$ cat src/rtl/riscv_pkg.sv
// riscv_pkg: shared register-file sizing constants and the register address type
package riscv_pkg;
  localparam int XLEN = 32;
  localparam int NUM_REGS = 32;
  localparam int REG_ADDR_W = $clog2(NUM_REGS);
  typedef logic [REG_ADDR_W-1:0] reg_addr_t;
endpackage

$ cat src/rtl/reg_scoreboard.sv
// reg_scoreboard: per-register pending bits (issue sets, writeback clears, flush wipes; set beats clear) with two busy lookups
module reg_scoreboard import riscv_pkg::*; #(
  parameter int NUM_REGS = riscv_pkg::NUM_REGS
) (
  input  logic      clk,
  input  logic      reset,
  input  logic      in_set,
  input  reg_addr_t in_set_rd,
  input  logic      in_clr,
  input  reg_addr_t in_clr_rd,
  input  logic      in_flush,
  input  reg_addr_t in_rs1,
  input  reg_addr_t in_rs2,
  output logic      out_rs1_busy,
  output logic      out_rs2_busy
);
  logic [NUM_REGS-1:0] pending, set_mask, clr_mask;
  always_comb begin
    set_mask = in_set ? NUM_REGS'(1) << in_set_rd : '0;
    clr_mask = in_clr ? NUM_REGS'(1) << in_clr_rd : '0;
  end
  always_ff @(posedge clk or negedge reset)
    if (!reset) pending <= '0;
    else pending <= in_flush ? '0 : (pending & ~clr_mask) | set_mask;
  assign out_rs1_busy = pending[in_rs1];
  assign out_rs2_busy = pending[in_rs2];
endmodule

$ cat src/rtl/register_file.sv
// register_file: 2R/1W register file, x0 hardwired 0, async active-low reset, pending scoreboard; REGFILE_BYPASS_EN forwards same-cycle writeback to reads
module register_file import riscv_pkg::*; #(
  parameter int              XLEN     = riscv_pkg::XLEN,
  parameter int              NUM_REGS = riscv_pkg::NUM_REGS,
  parameter logic [XLEN-1:0] SP_RESET = '0
) (
  input  logic            clk,
  input  logic            reset,
  input  reg_addr_t       in_rs1,
  input  reg_addr_t       in_rs2,
  output logic [XLEN-1:0] out_rs1_data,
  output logic [XLEN-1:0] out_rs2_data,
  output logic            out_rs1_busy,
  output logic            out_rs2_busy,
  input  logic [XLEN-1:0] in_wb_data,
  input  reg_addr_t       in_wb_rd,
  input  logic            in_wb_write_enable,
  input  logic            in_issue_valid,
  input  reg_addr_t       in_issue_rd,
  input  logic            in_issue_rd_write,
  input  logic            in_flush
);
  logic [XLEN-1:0] regs [NUM_REGS];
  logic wb_we, issue_set, sb_busy1, sb_busy2, hit1, hit2;
  assign wb_we = in_wb_write_enable && in_wb_rd != '0;
  assign issue_set = in_issue_valid && in_issue_rd_write && in_issue_rd != '0;
  always_ff @(posedge clk or negedge reset)
    if (!reset) for (int i = 0; i < NUM_REGS; i++) regs[i] <= (i == 2) ? SP_RESET : '0;
    else if (wb_we) regs[in_wb_rd] <= in_wb_data;
  reg_scoreboard #(.NUM_REGS(NUM_REGS)) u_sb (
    .clk(clk), .reset(reset),
    .in_set(issue_set), .in_set_rd(in_issue_rd),
    .in_clr(wb_we), .in_clr_rd(in_wb_rd),
    .in_flush(in_flush),
    .in_rs1(in_rs1), .in_rs2(in_rs2),
    .out_rs1_busy(sb_busy1), .out_rs2_busy(sb_busy2)
  );
`ifdef REGFILE_BYPASS_EN
  assign hit1 = wb_we && in_wb_rd == in_rs1;
  assign hit2 = wb_we && in_wb_rd == in_rs2;
`else
  assign hit1 = 1'b0;
  assign hit2 = 1'b0;
`endif
  always_comb begin
    out_rs1_data = hit1 ? in_wb_data : regs[in_rs1];
    out_rs2_data = hit2 ? in_wb_data : regs[in_rs2];
    out_rs1_busy = hit1 ? issue_set && !in_flush && in_issue_rd == in_rs1 : sb_busy1;
    out_rs2_busy = hit2 ? issue_set && !in_flush && in_issue_rd == in_rs2 : sb_busy2;
  end
endmodule
$ cat config.mk
export PLATFORM = sky130hd
export DESIGN_NAME = register_file
export DESIGN_NICKNAME = d
export VERILOG_FILES = /design/src/rtl/riscv_pkg.sv /design/src/rtl/reg_scoreboard.sv /design/src/rtl/register_file.sv
export SDC_FILE = /design/constraint.sdc
export NUM_CORES = 2
export LEC_CHECK = 0
export CAP_MARGIN = 20
export CORE_MARGIN = 2
export CORE_UTILIZATION = 55
export DETAILED_ROUTE_END_ITERATION = 6
export HOLD_SLACK_MARGIN = 0.02
export PLACE_DENSITY = 0.77
export RECOVER_POWER = 25
export SYNTH_ARGS = -nofsm -noshare
export SYNTH_HDL_FRONTEND = slang
export SYNTH_SLANG_ARGS = --single-unit
export TNS_END_PERCENT = 100
$ cat constraint.sdc
create_clock -name clk -period 3.38 [get_ports clk]
set_input_delay 1.014 -clock clk [delete_from_list [all_inputs] [get_ports clk]]
set_output_delay 1.014 -clock clk [all_outputs]
set_load 0.005 [all_outputs]
# After elaboration in Yosys (flattened, before gate mapping)
# Index checks and enable logic that the tools add are counted.
word_totals:
  ff_bits: 1056
  in_bits: 58
  out_inout_bits: 66
  word_cells: 69
op_classes:
  order_cmp: 6
  shifts: 2
  mux: 16
  n_bitwise: 6
  reduce_logical: 6
op_table:
  columns: ["op", "count"]
  rows:
  - ["$bwmux 1024", 1]
  - ["$bmux 32 s5", 2]
  - ["$mux 32", 8]
  - ["$demux 32 s5", 1]
  - ["$shl 1x5->32 const A", 2]
  - ["$and 32x32->32", 1]
  - ["$not 32->32", 1]
  - ["$or 32x32->32", 1]
  - ["$ge 6x6->1 const B", 3]
  - ["$not 5->6", 3]
  - ["$lt 5x6->1 const B", 2]
  - ["$bmux 1 s5", 2]
  - ["$reduce_bool 5->1", 2]
  - ["$lt 6x1->1 const B", 1]
  - ["$logic_and 1x1->1", 4]
  - ["$mux 1", 2]

# Longest topological paths before layout
depth:
  depth_word: 7
  depth_mapped: 8
  depth_no_buf: 5

# By module
# A second synthesis with hierarchy kept.
unflattened:
  cells_unflattened: 4854
  area_unflattened_um2: 57652.8
modules_own_cells:
  columns: ["module", "n_inst", "cells_per_inst", "area_per_inst_um2", "seq_area_each_um2"]
  rows:
  - ["register_file", 1, 4605, 55525.8, 25624.6]
  - ["reg_scoreboard", 1, 249, 2127.0, 800.8]

# Worst setup path after synthesis
# No wires, ideal clock.
synth_timing:
  path_type: "input-to-output"
  start: "in in_rs2[1]"
  end: "out out_rs2_data[10]"
  t_arrival_ns: 2.346
  t_required_ns: 2.366
  path_slack_ns: 0.020
  cell_stages: 8
  path_buffers: 4
  cell_sequence: "clkbuf_1 buf_2 buf_2 buf_2 mux2i_1 a22oi_1 a31oi_1 nand3_1"
synth_between:
  elab_chain_cells: 4
synth_lines:
  columns: ["item", "line_no", "text"]
  rows:
  - ["start: declaration", "register_file.sv:10", "input reg_addr_t in_rs2,"]
  - ["$not 5->6 (not written as such)", "register_file.sv:47", "out_rs2_data = hit2 ? in_wb_data : regs[in_rs2];"]
  - ["$bmux 32 s5", "register_file.sv:47", null]
  - ["$mux 32 (not written as such) (2 in a row)", "register_file.sv:47", null]
  - ["end: declaration", "register_file.sv:12", "output logic [XLEN-1:0] out_rs2_data,"]
# No other way between the ends. The select of a mux whose other input is x is not followed.

# Final worst setup path
layout_timing:
  start: "in in_rs2[2]"
  end: "out out_rs2_data[24]"
# The elaborated chain is that of the path after synthesis.

==> summary.txt <==
Status
  – Status: finished with violations
  – Violated checks: DRC, capacitance limit, slew limit, setup timing

Global route
  – GRT met2 Usage: 59.11%
  – Vias in the first global route: 49300
  – Initial antenna violation count: 7
  – Gr busiest metal: met2
  – Global Route met3 Usage: 11.94%
  – Total GRT Usage: 39.45%
  – Largest net degree at the start of global routing: 85
  – Global-route wire length before repair: 318600 microns
  – M1 GR Usage: 49.69%
  – Remaining global-route overflow: 0

Synthesis
  – Post-synth top flop: dfrtp_1
  – Mapped Cells: 4824
  – Count of different cell masters after synthesis: 28
  – #FFs+latches synth: 1056
  – EDFF count, synth: 0
  – Fraction of registers with async set or reset after synthesis: 100.0%
  – Syn avg cell area: 11.86 sq um
  – Post-Syn Nets: 4882
  – Syn. warnings: 0
  – Syn Std Cell Area: 0.05723 sq mm
  – Post-synthesis sequential area ratio: 46.17%

Worst setup path
  – Levels on crit path: 11
  – Worst Setup SP: in_rs2[2]
  – CP most frequent cell: buf_12
  – Buffer and inverter count on the worst path: 6
  – Critical path class: input port to primary output
  – Crit path cell chain: buf_12 > buf_6 > nor2b_4 > buf_12 > buf_16 > buf_8 > a22o_1 > nor3_2 > a31oi_1 > nand3_2 > buf_2
  – Startpoint Class: input port
  – CP max-delay cell: a31oi_1
  – Path depth of the worst reg2reg path: 1
  – Crit path max-delay family: buffers and inverters
  – CP peak stage delay: 0.24 ns
  – Crit end category: primary output
  – RR Startpoint: regs[317]$_DFFE_PN0P_
  – Critical path fanouts, max: 7
  – Critical Path RT: 2.37 ns
  – Arr. time, crit path: 2.87 ns

Clock network
  – Clock Tree Buf Depth: 3
  – CTS clk-pin slew, worst paths: 0.06 ns
  – Num CTS Buffers: 112
  – Root Driver: clkbuf_16
  – Insertion delay to the later sink of the worst-skew pair: 0.71 ns
  – # hold bufs at CTS: 0
  – H-Tree Depth: 3
  – # clock sinks: 1056
  – CTS tree: done

Power and ir drop
  – Total Power: 40.83 mW
  – Worst vdd ir: 0.0004164 V
  – Leakage: 35.00 nW
  – Pwr/cell area: 540.0 mW/mm^2

STA
  – Final setup margin: -0.5055 ns
  – RSZ-0062 raised after global routing: yes
  – Crit path time final: 3.886 ns
  – Crit share post-route: 115.0%
  – Peak Freq: 257.4 MHz
  – Final setup fails: 66
  – Layout Skew: 0 ns
  – Final Hold Vio Count: 0
  – Worst slew margin: -35.73%
  – Hold WS: 0.4063 ns
  – Tightest Pin Transition: 2.036 ns
  – Slew Limit Fails: 50

Placement
  – Post-place setup slack: -1.150 ns
  – DP HPWL: 114400 microns
  – Final RePlAce weighted congestion: 0.8999
  – # port buffers: 123

Floorplan
  – IO Pins: 124
  – Die Ht: 326.6 microns
  – Area of the core: 0.1033 sq mm
  – Initial Util: 55.38%
  – Die X: 326.6 microns
  – Site Rows: 118
  – Die area: 0.1067 sq mm

Final layout
  – Layout cells sized above 1: 45.84%
  – Area Overhead vs Synth: 32.13%
  – Leading cell type in the layout, fill and taps excluded: dfrtp_1
  – Most frequent cells in the layout: 1056 x dfrtp_1, 990 x mux2_2, 918 x mux2i_1, 334 x buf_4, 209 x buf_12
  – NumNets Final: 5418

Route
  – Antenna Violating Nets Remaining: 0
  – First-pass DRT Iterations: 7
  – Via/cell ratio: 7.334
  – DRT Wirelength: 238800 microns
  – DR WL/cell: 34.95 microns
  – DR vias: 50120
  – DR DRC count: 31
  – DRT iter0 DRCs: 7280

Run
  – Maximum Capacitance Violations: 1

Hold path
  – Worst hold path startpoint: regs[1014]$_DFFE_PN0P_
  – Worst Hold Depth: 0
  – Hold Path Class: flip-flop to flip-flop
==> cells by family after synthesis <==
kind of cell / after synthesis / share of synthesized area [%]
AOI/OAI and AO/OA: 637 / 7.512
muxes: 2048 / 38.00
and+or+nand+nor: 580 / 4.576
DFF: 1056 / 46.17
buffers and inverters: 503 / 3.738
==> area by class of cell <==
class	instances	area (sq um)
Fill cell	5644	27730
Sequential cell	1056	26430
Tap cell	1380	1727
Timing Repair Buffer	924	11720
Antenna cell	2	5.005
Clock buffer	153	3198
Clock inverter	52	721.9
Multi-Input combinational cell	3266	31820
==> power breakdown <==
group	total [mW]	switching, mW	internal (mW)	leakage [nW]
sequential	17.5	2.49	15.0	13.6
clock	13.5	5.64	7.90	1.94
combinational	9.83	4.79	5.04	19.5
==> timing repair <==
action | in CTS | in global routing
pin swaps | 261 | 210
gates resized for setup | 886 | 341
endpoints found under the setup margin | 66 | 66
buffers inserted | 226 | 76
cloned | 51 | 11
==> sequential cells by signal, indices dropped and copies added (netlist names) <==
| name | count |
|---|---|
| regs | 1024 |
| u_sb.pending | 32 |
==> through the flow <==
step,instance area [sq um],instances,util [%],setup TNS [ns]
after floorplan,57230,4824,-,0
after global placement,63930,6309,61.86,-66.44
after detailed placement,63930,6309,61.86,-67.72
after CTS,73690,6769,71.30,-10.54
after global routing,75620,6833,73.17,-19.70
final,75620,6833,73.17,-18.92
==> path summary, 6_finish.rpt <==
kind	end	slack (ns)
setup / recovery	out_rs2_data[24]	-0.51
hold reg to reg	regs[1014]$_DFFE_PN0P_	0.41
min in group asynchronous	regs[249]$_DFFE_PN0P_	0.84
setup reg to reg	regs[317]$_DFFE_PN0P_	2.40
max in group asynchronous	regs[587]$_DFFE_PN0P_	0.34
hold / removal	regs[1014]$_DFFE_PN0P_	0.41
==> synth_stat cells, types with 3 or more instances <==
library cell | count | area, sq um
buf_2 | 165 | 825.8
nand3_1 | 200 | 1001
nor2_1 | 39 | 146.4
o21ai_0 | 12 | 60.06
a22oi_1 | 213 | 1599
nor2b_1 | 9 | 56.30
buf_6 | 6 | 67.56
a31oi_1 | 66 | 412.9
clkbuf_1 | 267 | 1002
nand2_1 | 230 | 863.3
dfrtp_1 | 1056 | 26430
nor3_1 | 72 | 360.4
or3_1 | 3 | 18.77
a22o_1 | 132 | 1156
mux2i_1 | 1056 | 10570
mux2_2 | 990 | 11150
buf_1 | 65 | 244.0
a21oi_1 | 214 | 1071
nand2b_1 | 15 | 93.84
==> routing by layer <==
metal	part of all wire, %	vias to the layer above
met5	0.044	-
met4	9.7	12
met3	14	1852
met2	43	4682
met1	34	24680
li1	-	18890
No activity file was read; power rests on OpenSTA's default activity.
